==> config.mk <==
export PLATFORM = sky130hd
export DESIGN_NAME = multicycle_ctrl
export DESIGN_NICKNAME = d
export VERILOG_FILES = /design/src/rtl/multicycle_ctrl.sv
export SDC_FILE = /design/constraint.sdc
export NUM_CORES = 1
export LEC_CHECK = 0
export ABC_AREA = 0
export BUFFER_PORTS_ARGS = -buffer_cell sky130_fd_sc_hd__buf_2
export CELL_PAD_IN_SITES_DETAIL_PLACEMENT = 1
export CELL_PAD_IN_SITES_GLOBAL_PLACEMENT = 2
export CORE_MARGIN = 10
export CORE_UTILIZATION = 25
export CTS_CLUSTER_DIAMETER = 150
export DETAILED_ROUTE_END_ITERATION = 10
export GPL_TIMING_DRIVEN = 0
export HOLD_SLACK_MARGIN = 0.12
export PLACE_DENSITY_LB_ADDON = 0.1
export SKIP_CTS_REPAIR_TIMING = 1
export SLEW_MARGIN = 10
export SYNTH_ARGS = -nofsm -noshare
export SYNTH_HDL_FRONTEND = slang
export SYNTH_SLANG_ARGS = --single-unit
==> constraint.sdc <==
create_clock -name clk -period 1.85 [get_ports clk]
set_input_delay 0.2775 -clock clk [delete_from_list [all_inputs] [get_ports clk]]
set_output_delay 0.2775 -clock clk [all_outputs]
set_load 0.1 [all_outputs]
==> src/rtl/multicycle_ctrl.sv <==
// Multicycle MIPS control FSM: Moore decode of state drives datapath muxes and write enables.
// Latency (mem_ready=1): lw 5, sw 4, rtype/addi 4, beq/j 3 cycles; FETCH/MEMRD/MEMWR hold while mem_ready=0.
module multicycle_ctrl #(
    parameter int CNT_W = 32
) (
    input  logic             clk,
    input  logic             rst_n,
    input  logic [5:0]       opcode,
    input  logic             zero,
    input  logic             mem_ready,
    output logic             iord,
    output logic             memwrite,
    output logic             irwrite,
    output logic             regdst,
    output logic             memtoreg,
    output logic             regwrite,
    output logic             alusrca,
    output logic [1:0]       alusrcb,
    output logic [1:0]       aluop,
    output logic [1:0]       pcsrc,
    output logic             pcen,
    output logic [3:0]       state_o,
    output logic             illegal_op,
    output logic [CNT_W-1:0] instr_cnt
);

    localparam logic [3:0] S_FETCH  = 4'd0;
    localparam logic [3:0] S_DECODE = 4'd1;
    localparam logic [3:0] S_MEMADR = 4'd2;
    localparam logic [3:0] S_MEMRD  = 4'd3;
    localparam logic [3:0] S_MEMWB  = 4'd4;
    localparam logic [3:0] S_MEMWR  = 4'd5;
    localparam logic [3:0] S_RTEX   = 4'd6;
    localparam logic [3:0] S_RTWB   = 4'd7;
    localparam logic [3:0] S_BEQEX  = 4'd8;
    localparam logic [3:0] S_ADDIEX = 4'd9;
    localparam logic [3:0] S_ADDIWB = 4'd10;
    localparam logic [3:0] S_JEX    = 4'd11;

    localparam logic [5:0] OP_RTYPE = 6'b000000;
    localparam logic [5:0] OP_LW    = 6'b100011;
    localparam logic [5:0] OP_SW    = 6'b101011;
    localparam logic [5:0] OP_BEQ   = 6'b000100;
    localparam logic [5:0] OP_ADDI  = 6'b001000;
    localparam logic [5:0] OP_J     = 6'b000010;

    logic [3:0]       state_q, state_d;
    logic [CNT_W-1:0] cnt_q, cnt_d;
    logic             pcwrite, branch, retire;
    logic             irwrite_raw, memwrite_raw, regwrite_raw, illegal_raw;

    always_comb begin
        state_d      = state_q;
        iord         = 1'b0;
        memwrite_raw = 1'b0;
        irwrite_raw  = 1'b0;
        regdst       = 1'b0;
        memtoreg     = 1'b0;
        regwrite_raw = 1'b0;
        alusrca      = 1'b0;
        alusrcb      = 2'b00;
        aluop        = 2'b00;
        pcsrc        = 2'b00;
        pcwrite      = 1'b0;
        branch       = 1'b0;
        illegal_raw  = 1'b0;
        retire       = 1'b0;
        case (state_q)
            S_FETCH: begin
                // PC+4 and IR load only commit on the cycle memory delivers the word
                alusrcb     = 2'b01;
                irwrite_raw = mem_ready;
                pcwrite     = mem_ready;
                if (mem_ready) state_d = S_DECODE;
            end
            S_DECODE: begin
                alusrcb = 2'b11;
                case (opcode)
                    OP_LW, OP_SW: state_d = S_MEMADR;
                    OP_RTYPE:     state_d = S_RTEX;
                    OP_BEQ:       state_d = S_BEQEX;
                    OP_ADDI:      state_d = S_ADDIEX;
                    OP_J:         state_d = S_JEX;
                    default: begin
                        state_d     = S_FETCH;
                        illegal_raw = 1'b1;
                    end
                endcase
            end
            S_MEMADR: begin
                alusrca = 1'b1;
                alusrcb = 2'b10;
                state_d = (opcode == OP_SW) ? S_MEMWR : S_MEMRD;
            end
            S_MEMRD: begin
                iord = 1'b1;
                if (mem_ready) state_d = S_MEMWB;
            end
            S_MEMWR: begin
                iord         = 1'b1;
                memwrite_raw = 1'b1;
                if (mem_ready) begin
                    state_d = S_FETCH;
                    retire  = 1'b1;
                end
            end
            S_MEMWB: begin
                memtoreg     = 1'b1;
                regwrite_raw = 1'b1;
                state_d      = S_FETCH;
                retire       = 1'b1;
            end
            S_RTEX: begin
                alusrca = 1'b1;
                aluop   = 2'b10;
                state_d = S_RTWB;
            end
            S_RTWB: begin
                regdst       = 1'b1;
                regwrite_raw = 1'b1;
                state_d      = S_FETCH;
                retire       = 1'b1;
            end
            S_BEQEX: begin
                alusrca = 1'b1;
                aluop   = 2'b01;
                pcsrc   = 2'b01;
                branch  = 1'b1;
                state_d = S_FETCH;
                retire  = 1'b1;
            end
            S_ADDIEX: begin
                alusrca = 1'b1;
                alusrcb = 2'b10;
                state_d = S_ADDIWB;
            end
            S_ADDIWB: begin
                regwrite_raw = 1'b1;
                state_d      = S_FETCH;
                retire       = 1'b1;
            end
            S_JEX: begin
                pcsrc   = 2'b10;
                pcwrite = 1'b1;
                state_d = S_FETCH;
                retire  = 1'b1;
            end
            default: state_d = S_FETCH;
        endcase
        cnt_d = retire ? cnt_q + CNT_W'(1) : cnt_q;
    end

    always_ff @(posedge clk or negedge rst_n) begin
        if (!rst_n) begin
            state_q <= S_FETCH;
            cnt_q   <= '0;
        end else begin
            state_q <= state_d;
            cnt_q   <= cnt_d;
        end
    end

    // Strobes are gated by rst_n so nothing writes while reset is held, even in FETCH.
    assign irwrite    = irwrite_raw & rst_n;
    assign memwrite   = memwrite_raw & rst_n;
    assign regwrite   = regwrite_raw & rst_n;
    assign illegal_op = illegal_raw & rst_n;
    assign pcen       = (pcwrite | (branch & zero)) & rst_n;
    assign state_o    = state_q;
    assign instr_cnt  = cnt_q;

endmodule
Word-level counts from Yosys, hierarchy flattened. Index checks and enable logic that the tools add are counted.

Output and inout bits: 51. Bits of input ports: 10. Register bits: 36.

Muxes and demuxes: 22. Reductions and logical operators: 10. Equality and inequality tests: 19. $add $sub $neg: 1. Bitwise operators: 7.

Operator list (number): adder 32 x 1 -> 32 bit, second input constant (1); case mux 4 bit (7 select lines) (1); case mux 4 bit (5 select lines) (1); equality test 4 x 3 -> 1 bit, second input constant (4); equality test 4 bit, second input constant (4); equality test 6 bit, second input constant (2); 2-to-1 mux 4 bit (3); 2-to-1 mux 1 bit (11); equality test 4 x 2 -> 1 bit, second input constant (2); case mux 2 bit (2 select lines) (2); bitwise AND 1 bit (6); equality test 6 x 2 -> 1 bit, second input constant (1); equality test 6 x 3 -> 1 bit, second input constant (1); equality test 6 x 4 -> 1 bit, second input constant (1); logical NOT 6 bit (1); != test 2 bit, second input constant (3); case mux 2 bit (3 select lines) (1); OR reduction 2 bit (3); OR reduction 6 bit (1); OR reduction 5 bit (1); equality test 4 x 1 -> 1 bit, second input constant (1); logical NOT 4 bit (1); case mux 1 bit (2 select lines) (2); OR reduction 4 bit (1); 4 further kinds (4).

Longest topological paths before layout. Gate-level depths: netlist of run 1.

Depth in word-level cells: 5. Depth in mapped cells: 7.

Least setup slack after synthesis of run 1. No wires, ideal clock.

Path kind: reg-to-output. Start point: reg state_q[2], in the netlist state_o[2]. End point: out regwrite. Required time: 1.572 ns. Arrival: 4.860 ns. Stages on the path, launching flop included: 6. Buffers on the path: 1. Path slack: -3.288 ns. Path through: dfrtp_1 > buf_2 > nand2_1 > nor3_1 > a21oi_1 > nor2b_1.

Word-level cells in the longest chain between the ends: 4. Elaborated cells between the ends (all ways): 6.

Ends and longest elaborated chain: from (decl) (line 47) `logic [3:0] state_q, state_d;`; from (signal assigned) (line 158) `state_q <= state_d;`; equality test 4 bit / equality test 4 x 3 -> 1 bit (equally long branches) (line 68) `case (state_q)`; OR reduction 3 bit (no line) *; 2-to-1 mux 1 bit * (line 68); bitwise AND 1 bit * (line 166) `assign regwrite = regwrite_raw & rst_n;`; to (decl) (line 16) `output logic regwrite,`.

Every way passes the cells marked *; elsewhere a longest branch is shown, timed or not.

Worst setup path in the final report of run 1.
Start point: reg state_q[0], in the netlist state_o[0]. End point: out alusrcb[1].

Word-level cells in the longest chain between the ends: 3. Elaborated cells between the ends (all ways): 6.

Ends and longest elaborated chain: equality test 4 bit / equality test 4 x 2 -> 1 bit (equally long branches) (line 68); OR reduction 2 bit (no line); case mux 2 bit (3 select lines) * (line 68); to (decl) (line 18) `output logic [1:0] alusrcb,`.

Marked as above.

==> out/qor.csv, run 1 <==
stage;metric;value;unit
die;die_h;110;um
die;row_count;32;
route;drt_iter0_drc;41;
power_and_ir_drop;cellLeakagePower;1.52;nW
worst_setup_path;crit_type;reg2out;
finish;final_cell_mix;buf_2 (43), buf_4 (23), xor2_1 (21);
die;pin_count;61;
route;ant_nets;0;
logic_synthesis;syn_nets;225;
worst_setup_path;cp_data_arrival_time;1.68;ns
timing;finalHoldViolCount;0;
finish;fin_util;41.1;%
logic_synthesis;async_flop_share;100;%
logic_synthesis;yosysSeqAreaShare;44.4;%
logic_synthesis;synth.avg_cell_area;9.49;sq um
grt;overflow;0;
worst_setup_path;start_kind;flop;
timing;setup_violations;6;
placed_design;dp.cells;375;
finish;fillers;903;
logic_synthesis;synth_area_leader_cell;dfrtp_1;
die;dieArea;12100;sq um
clocking;ctsHtreeMaxLevel;2;
logic_synthesis;ys_ff_latch;36;
worst_setup_path;cp_data_required_time;1.57;ns
hold_path;hold_class;in2async;
die;chipWidth;110;um
logic_synthesis;synth.distinct_cells;41;
logic_synthesis;synthesis.area;2030;sq um
timing;rsz0062_at_grt;yes;
die;fp.coreArea;7810;sq um
route;vias_per_cell;4.68;
power_and_ir_drop;comb_power_share;58.8;%
route;first_pass_iters;4;
timing;min_period_over_period;106;%
timing;worst_pin_slew;0.580;ns
power_and_ir_drop;p_switching;0.00219;W
clocking;cts_buffers;5;
placed_design;port_buffers;59;
finish;syn2layout_area_growth;58.2;%
finish;regArea;972;sq um
placed_design;globalplace.congestion;0.724;
power_and_ir_drop;switching_share;54.2;%
power_and_ir_drop;p_seq_share;26.4;%
finish;layout.nets;305;
worst_setup_path;critPathCaptureType;primary output;
worst_setup_path;rr_endpoint;instr_cnt[28];
clocking;cts_tree;built;
power_and_ir_drop;internal_power;0.00185;W
grt;grt_max_degree;42;
timing;max_freq;0.512;GHz
logic_synthesis;netlist.area_leader.share;44.4;%
worst_setup_path;r2r_cells;6;
route;wirelength;6.49;mm
worst_setup_path;path_max_fanout;8;
clocking;cts_sinks;36;
placed_design;placed_cell_area;2720;sq um
die;start_util;26.0;%
timing;fin_ws;-0.103;ns
timing;skew;0.00931;ns
logic_synthesis;ys_warn_count;0;
grt;grt_usage;10.7;%
power_and_ir_drop;design_power_total;0.00403;W
logic_synthesis;synth_area_leaders;dfrtp_1 (44%), xor2_1 (9.1%), xnor2_1 (5.6%);
logic_synthesis;syn-instance-count;214;
power_and_ir_drop;ir_drop;1.29;mV
finish;final_cells;397;
clocking;clockRootBuffer;clkbuf_8;
power_and_ir_drop;clkPwrFrac;14.8;%
route;drcViolationCount;0;
grt;first_global_vias;1970;
grt;grt_pass1_wl;10.3;mm
finish;antenna_cells;0;
timing;relSlewSlack;61.4;%
finish;final_area;3210;sq um
outcome;violations;negative setup slack;
clocking;clkLatencyLatePin;0.29;ns
power_and_ir_drop;power_density;1260;nW/um^2
finish;multi_input_area;1380;sq um
timing;slew_violations;0;
route;vias;1859;
clocking;clkTransAtPathRegs;0.08;ns
timing;period_needed;1.95;ns
route;wl_per_cell;16.3;um
finish;drive_gt1_share;58.3;%
logic_synthesis;synth_edf_count;0;
grt;antenna_found_initial;0;
job;maxCapViolCount;0;
worst_setup_path;r2r-start;state_o[3];
placed_design;dp_hpwl;4.81;mm
worst_setup_path;r2r_setup_slack;-0.06;ns
outcome;run_status;finished with violations;
logic_synthesis;ys.flop_type;dfrtp_1;
finish;final_common_cell;buf_2;
clocking;cts.path.max_buffers;2;
==> registers in the layout, summed over array words and instances (netlist names) <==
register / count
instr_cnt: 32
state_o: 4
==> metrics by stage <==
stage / worst slack (ns) / hold WS, ns / setup TNS (ns)
3_5_place_dp: -0.445 / 0.461 / -5.44
4_1_cts: -0.639 / 0.171 / -8.62
5_1_grt: -0.165 / 0.0388 / -1.25
3_3_place_gp: -0.431 / 0.464 / -4.54
2_1_floorplan: -0.807 / -0.0181 / -6.31
6_report: -0.103 / 0.00241 / -0.360
==> area by class of cell <==
type,count,area share (%)
clock inverter,1,0.234
tap,102,3.97
multi-input combinational,162,42.9
buffer,6,1.56
inverter,6,0.779
sequential,36,30.3
clock buffer,7,2.69
timing repair buffer,77,17.6
==> how the worst max path moves through the flow <==
stage	startpoint	to	slack, ns
finish	state_o[0]	alusrcb[1]	-0.10
CTS	state_o[2]	regwrite	-0.64
global route	state_o[0]	alusrcb[1]	-0.17
global placement	rst_n	pcen	-0.43
floorplan	state_o[3]	regwrite	-0.81
detailed placement	rst_n	pcen	-0.45
==> power groups by stage <==
stage	Combinational, W	Clock (W)	Sequential, W
after global placement	0.00206	0	0.00106
after global routing	0.00249	0.000671	0.00109
final	0.00237	0.000598	0.00106
after CTS	0.00207	0.000630	0.00104
after detailed placement	0.00206	0	0.00106
after floorplan	0.00117	0	0.00161
==> metal layers <==
metal	routed length (um)	vias up	global-route usage, %
met3	352	5	2.96
met4	46	0	2.48
met2	3200	37	17.8
met5	0	-	0
met1	2890	910	13.4
li1	-	907	-
==> synth_stat cells (all sizes together) (2+ instances only) <==
cell and number:
dfrtp 36, nor3 22, xor2 21, nor2 18
nand2 14, nand3 13, xnor2 13, o21ai 9
and3 8, inv 6, buf 5, clkbuf 5
nand2b 5, nand4 5, nor4 5, a21oi 4
nor2b 4, and4 3, or3 3, a31oi 2
==> critical path: stages (launching register included) <==
cell and delay (ns):
dfrtp_4 0.53, nand2b_2 0.27, nand2b_2 0.25, a21oi_4 0.16, buf_12 0.19
==> kinds of logic (layout without fill, tap and decap cells) <==
kind of cell    Yosys count  count (layout)  share of synthesized area (%)
compound gates           22              22                           7.15
xor+xnor                 34              34                           14.7
fa+ha+maj                 1               1                          0.616
buf+inv                  16              97                           3.82
flops                    36              36                           44.4
mux                       1               1                          0.554
simple gates            104             104                           28.8
No activity file was read; power rests on OpenSTA's default activity.
==> run 2: changes to the inputs <==
==> constraint.sdc (replaced) <==
create_clock -name clk -period 1.6 [get_ports clk]
set_input_delay 0.24 -clock clk [delete_from_list [all_inputs] [get_ports clk]]
set_output_delay 0.24 -clock clk [all_outputs]
set_load 0.1 [all_outputs]
==> run 2 against run 1 <==
The flow finishes with violations (negative hold slack, negative setup slack). Critical path depth rose by 3. Combinational power grew 34%. Flip-flop and latch count is the same. Critical endpoint is now regwrite. Largest cell class unchanged.
==> out/qor.csv, run 2 (same netlist as run 1, synthesis figures left out) <==
stage;metric;value;unit;change
grt;overflow;0;;unchanged
grt;grt_usage;10.5;%;-0.20 points
placed_design;dp.cells;375;;unchanged
clocking;clockRootBuffer;clkbuf_8;;
worst_setup_path;r2r-start;state_o[3];;
power_and_ir_drop;comb_power_share;60.9;%;+2.1 points
route;drt_iter0_drc;39;;-4.9%
timing;skew;0.00958;ns;+0.000268 ns
finish;largest_register_ffs;32;;unchanged
timing;hold_ws;-0.0172;ns;-0.0196 ns
grt;grt_max_degree;42;;unchanged
power_and_ir_drop;design_power_total;0.00522;W;+29%
finish;drive_gt1_share;64.8;%;+6.5 points
clocking;cts.path.max_buffers;2;;unchanged
outcome;violations;negative hold slack, negative setup slack;;
clocking;clkTransAtPathRegs;0.08;ns;about the same
route;ant_nets;0;;unchanged
timing;rsz0062_at_grt;yes;;
grt;antenna_found_initial;0;;unchanged
timing;period_needed;1.92;ns;
timing;slew_violations;0;;unchanged
placed_design;port_buffers;59;;unchanged
power_and_ir_drop;switching_share;51.3;%;-2.8 points
clocking;cts_buffers;5;;unchanged
die;start_util;26.0;%;unchanged
hold_path;hold_class;in2async;;
power_and_ir_drop;power_density;1490;nW/um^2;+18%
placed_design;dp_hpwl;4.75;mm;-1.2%
placed_design;globalplace.congestion;0.765;;+5.6%
job;maxCapViolCount;0;;unchanged
clocking;ctsHtreeMaxLevel;2;;unchanged
power_and_ir_drop;internal_power;0.00254;W;+38%
worst_setup_path;cp_data_required_time;1.36;ns;-0.21 ns
grt;first_global_vias;1837;;-6.8%
finish;fin_util;45.0;%;+3.9 points
worst_setup_path;critPathCaptureType;primary output;;
worst_setup_path;cp_data_arrival_time;1.68;ns;about the same
clocking;cts_tree;built;;
route;first_pass_iters;4;;unchanged
grt;grt_pass1_wl;10.2;mm;-0.27%
finish;regArea;972;sq um;unchanged
timing;worst_pin_slew;0.596;ns;+0.0169 ns
route;wl_per_cell;16.9;um;+3.4%
worst_setup_path;crit_type;reg2out;;
worst_setup_path;path_max_fanout;5;;-3
die;chipWidth;110;um;unchanged
power_and_ir_drop;cellLeakagePower;1.59;nW;+4.9%
worst_setup_path;worstSetupStartpoint;state_o[2];;
finish;multi_input_area;1490;sq um;+8.3%
power_and_ir_drop;ir_drop;1.73;mV;+34%
die;pin_count;61;;unchanged
timing;min_period_over_period;120;%;
power_and_ir_drop;p_seq_share;23.6;%;-2.8 points
outcome;run_status;finished with violations;;
finish;final_cell_mix;buf_2 (42), xor2_1 (21), buf_12 (18);;
finish;syn2layout_area_growth;73.1;%;
power_and_ir_drop;clkPwrFrac;15.5;%;+0.7 points
finish;antenna_cells;0;;unchanged
power_and_ir_drop;p_switching;0.00268;W;+23%
die;die_h;110;um;unchanged
clocking;clkLatencyLatePin;0.29;ns;about the same
route;drcViolationCount;0;;unchanged
finish;final_common_cell;buf_2;;
timing;fin_ws;-0.317;ns;-0.214 ns
clocking;cts_sinks;36;;unchanged
finish;layout.nets;308;;+0.98%
timing;setup_violations;40;;+34
placed_design;dpl_worst_slack;-0.594;ns;-0.149 ns
route;wirelength;6.76;mm;+4.2%
timing;max_freq;0.522;GHz;
route;vias;1868;;+0.48%
timing;relSlewSlack;60.2;%;-1.1 points
die;dieArea;12100;sq um;unchanged
route;vias_per_cell;4.67;;-0.27%
finish;fillers;858;;-5.0%
worst_setup_path;start_kind;flop;;
finish;final_cells;400;;+0.76%
die;row_count;32;;unchanged
die;fp.coreArea;7810;sq um;unchanged
timing;finalHoldViolCount;29;;+29
## run 2: cell types whose count changed in the layout (fill, tap and decap cells not counted), moves of 2 or more
cell,previous run,this run
buf_12,6,18
buf_4,23,16
nand3_1,11,6
nand3_2,1,5
nand2b_2,3,0
nand2b_4,1,4
buf_6,7,5
clkbuf_4,1,3
nand2_1,11,9
nand2_2,1,3
nor2_4,4,6
nor3_1,6,4
## run 2: power by group through the flow
stage	Sequential (W)	Clock, W	Combinational [W]
floorplan	0.00186	0	0.00136
global placement	0.00122	0	0.00240
detailed placement	0.00122	0	0.00240
CTS	0.00120	0.000841	0.00240
global route	0.00126	0.000889	0.00331
finish	0.00123	0.000810	0.00318
## run 2: final cells by class
class                           count  area share (%)
Sequential cell                    36            27.7
Clock inverter                      3            1.21
Timing Repair Buffer               81            20.5
Clock buffer                        5            1.96
Multi-Input combinational cell    162            42.4
Inverter                            6           0.712
Tap cell                          102            3.63
Buffer                              5            1.89
## run 2: final timing paths
| kind | endpoint | slack, ns | cells after the start |
|---|---|---|---|
| worst max-delay path | regwrite | -0.32 | 7 |
| worst min-delay path | instr_cnt[31] | -0.02 | 1 |
| worst max register to register | instr_cnt[28] | -0.28 | 6 |
| worst min register to register | instr_cnt[31] | 0.47 | 1 |
| max in group asynchronous | state_o[3] | 1.16 | 1 |
| min in group clk | state_o[3] | 0.30 | 4 |
## run 2: per-stage QoR
stage	area, sq um	setup TNS [ns]
global placement	2730	-14.11
global route	3510	-9.73
finish	3510	-6.19
floorplan	2300	-16.20
detailed placement	2730	-14.18
CTS	2840	-18.29
## run 2: critical path, cell delays in order (launching register included)
cell	delay, ns
dfrtp_4	0.49
buf_12	0.14
and2b_2	0.23
nand2_2	0.07
o21ai_2	0.05
a21oi_2	0.17
nor2b_4	0.06
buf_12	0.16
## run 2: layer usage
metal  GRT usage, %  wire (um)  up-vias
met2           15.7       3300       38
met3           3.71        373        2
met4           1.65         29        0
met5              0          0        -
li1               -          -      911
met1           14.4       3060      917
==> run 3: changes to the inputs <==
--- a/config.mk
+++ b/config.mk
@@ -6,16 +6,16 @@
 export NUM_CORES = 1
 export LEC_CHECK = 0
 export ABC_AREA = 0
-export BUFFER_PORTS_ARGS = -buffer_cell sky130_fd_sc_hd__buf_2
 export CELL_PAD_IN_SITES_DETAIL_PLACEMENT = 1
 export CELL_PAD_IN_SITES_GLOBAL_PLACEMENT = 2
 export CORE_MARGIN = 10
 export CORE_UTILIZATION = 25
 export CTS_CLUSTER_DIAMETER = 150
 export DETAILED_ROUTE_END_ITERATION = 10
+export DONT_BUFFER_PORTS = 1
 export GPL_TIMING_DRIVEN = 0
 export HOLD_SLACK_MARGIN = 0.12
-export PLACE_DENSITY_LB_ADDON = 0.1
+export PLACE_DENSITY = 0.59
 export SKIP_CTS_REPAIR_TIMING = 1
 export SLEW_MARGIN = 10
 export SYNTH_ARGS = -nofsm -noshare
==> run 3 against run 2 <==
Cell count decreased by 13%. The run ends with negative setup slack left. Global-route usage decreased by 0.58 points. Register-to-register slack got worse by 0.52 ns. Clock power increased by 7.9%. First-iteration DRC count decreased by 26%. Critical endpoint unchanged. Non-clock buffer count decreased by 53. Largest cell class unchanged. Utilization decreased by 6.0 points. Worst setup slack got worse by 1.0 ns. Power decreased by 12%. Critical path depth decreased by 1. Sequential power increased by 55%. Maximum frequency decreased by 35%.
==> out/qor.csv, run 3 (same netlist as run 1, synthesis figures left out) <==
stage;metric;value;unit;change
die;pin_count;61;;unchanged
finish;largest_register_ffs;32;;unchanged
finish;fillers;877;;+2.2%
power_and_ir_drop;cellLeakagePower;1.26;nW;-21%
route;ant_nets;0;;unchanged
outcome;run_status;finished with violations;;
finish;layout.nets;255;;-17%
job;maxCapViolCount;0;;unchanged
clocking;clockRootBuffer;clkbuf_8;;
route;wl_per_cell;17.3;um;+2.6%
placed_design;port_buffers;0;;-100%
route;drt_iter0_drc;29;;-26%
finish;multi_input_area;1460;sq um;-2.0%
grt;overflow;0;;unchanged
timing;max_freq;0.342;GHz;-35%
clocking;cts_sinks;36;;unchanged
route;drcViolationCount;0;;unchanged
finish;drive_gt1_share;54.3;%;-10 points
worst_setup_path;critPathCaptureType;primary output;;
finish;final_cell_mix;xor2_1 (21), dfrtp_4 (21), buf_4 (19);;
timing;min_period_over_period;183;%;+63 points
timing;relSlewSlack;29.2;%;-31 points
timing;slew_violations;0;;unchanged
die;row_count;32;;unchanged
placed_design;dp_hpwl;4.45;mm;-6.3%
timing;finalHoldViolCount;0;;-100%
hold_path;hold_class;in2reg;;
grt;first_global_vias;1726;;-6.0%
finish;antenna_cells;0;;unchanged
outcome;violations;negative setup slack;;
worst_setup_path;cp_data_arrival_time;2.69;ns;+1.01 ns
route;wirelength;6.02;mm;-11%
grt;grt_usage;9.90;%;-0.58 points
route;vias;1691;;-9.5%
route;first_pass_iters;4;;unchanged
placed_design;dpl_worst_slack;-1.12;ns;-0.522 ns
power_and_ir_drop;ir_drop;0.692;mV;-60%
timing;setup_violations;50;;+25%
clocking;clkLatencyLatePin;0.28;ns;about the same
die;die_h;110;um;unchanged
finish;regArea;991;sq um;+1.9%
worst_setup_path;start_kind;flop;;
clocking;cts_tree;built;;
power_and_ir_drop;power_density;1510;nW/um^2;+1.6%
clocking;ctsHtreeMaxLevel;2;;unchanged
route;vias_per_cell;4.87;;+4.4%
grt;grt_pass1_wl;9.47;mm;-7.6%
timing;worst_pin_slew;1.06;ns;+0.464 ns
clocking;cts.path.max_buffers;2;;unchanged
placed_design;globalplace.congestion;0.710;;-7.2%
timing;period_needed;2.93;ns;+1.01 ns
timing;skew;0.00338;ns;-0.00620 ns
finish;syn2layout_area_growth;50.1;%;
timing;hold_ws;0.188;ns;+0.205 ns
die;dieArea;12100;sq um;unchanged
clocking;clkTransAtPathRegs;0.07;ns;about the same
die;start_util;26.0;%;unchanged
grt;antenna_found_initial;0;;unchanged
worst_setup_path;crit_type;reg2out;;
die;fp.coreArea;7810;sq um;unchanged
timing;rsz0062_at_grt;yes;;
grt;grt_max_degree;42;;unchanged
worst_setup_path;cp_data_required_time;1.36;ns;about the same
worst_setup_path;path_max_fanout;7;;+2
clocking;cts_buffers;5;;unchanged
timing;fin_ws;-1.33;ns;-1.01 ns
die;chipWidth;110;um;unchanged
-- run 3: cell types whose count changed in the layout (fill, tap and decap cells not counted), moves of 4 or more --
cell and change:
buf_2 -42, nand2b_4 -4, dfrtp_2 -6, buf_12 -16, dfrtp_4 +7
-- run 3: layer usage --
| metal | up-vias | part of all wire (%) | track usage, % |
|---|---|---|---|
| met5 | - | 0 | 0 |
| met4 | 0 | 1.3 | 3.03 |
| met3 | 5 | 9.2 | 4.29 |
| met2 | 41 | 50 | 16.4 |
| met1 | 843 | 40 | 11.3 |
| li1 | 802 | - | - |
-- run 3: worst paths after layout --
check                              start             to  slack [ns]  depth (start not counted)
setup reg to reg              state_o[3]  instr_cnt[28]       -0.80                          9
hold reg to reg            instr_cnt[19]  instr_cnt[19]        0.77                          1
setup / recovery              state_o[3]       regwrite       -1.33                          6
min in group asynchronous          rst_n  instr_cnt[14]        0.40                          2
hold / removal                 opcode[4]     state_o[3]        0.19                          3
max in group asynchronous          rst_n     state_o[1]        0.98                          2
-- run 3: worst max-delay path, stage by stage, from the launching register on --
cell and delay, ns:
dfrtp_4 0.63, buf_8 0.20, inv_8 0.07, nand2_8 0.06
nor3_4 0.80, a21oi_2 0.09, nor2b_4 0.55
-- run 3: area by class of cell --
type                    instances  area share [%]
repair buffers                 24            7.31
plain buffers                   9            2.96
well taps                     102            4.19
inverters                       6           0.985
clock inverters                 1           0.985
flip-flops and latches         36            32.5
clock buffers                   7            3.16
multi-input cells             162            47.9
-- run 3: stage by stage --
| stage | cells | power (W) | TNS, ns | cell area, sq um | utilization, % |
|---|---|---|---|---|---|
| final | 347 | 0.00460 | -30.95 | 3050 | 39.0 |
| after detailed placement | 316 | 0.00344 | -24.12 | 2430 | 31.2 |
| after floorplan | 214 | 0.00321 | -16.20 | 2300 | - |
| after global placement | 316 | 0.00343 | -24.26 | 2430 | 31.2 |
| after CTS | 324 | 0.00433 | -29.56 | 2560 | 32.8 |
| after global routing | 347 | 0.00482 | -35.17 | 3050 | 39.0 |
-- run 3: where the power goes --
group	internal, W	switching [W]	total, W
registers	0.00105	0.000862	0.00191
logic	0.000503	0.00132	0.00182
clock network	0.000550	0.000324	0.000874
total	0.00210	0.00250	0.00460
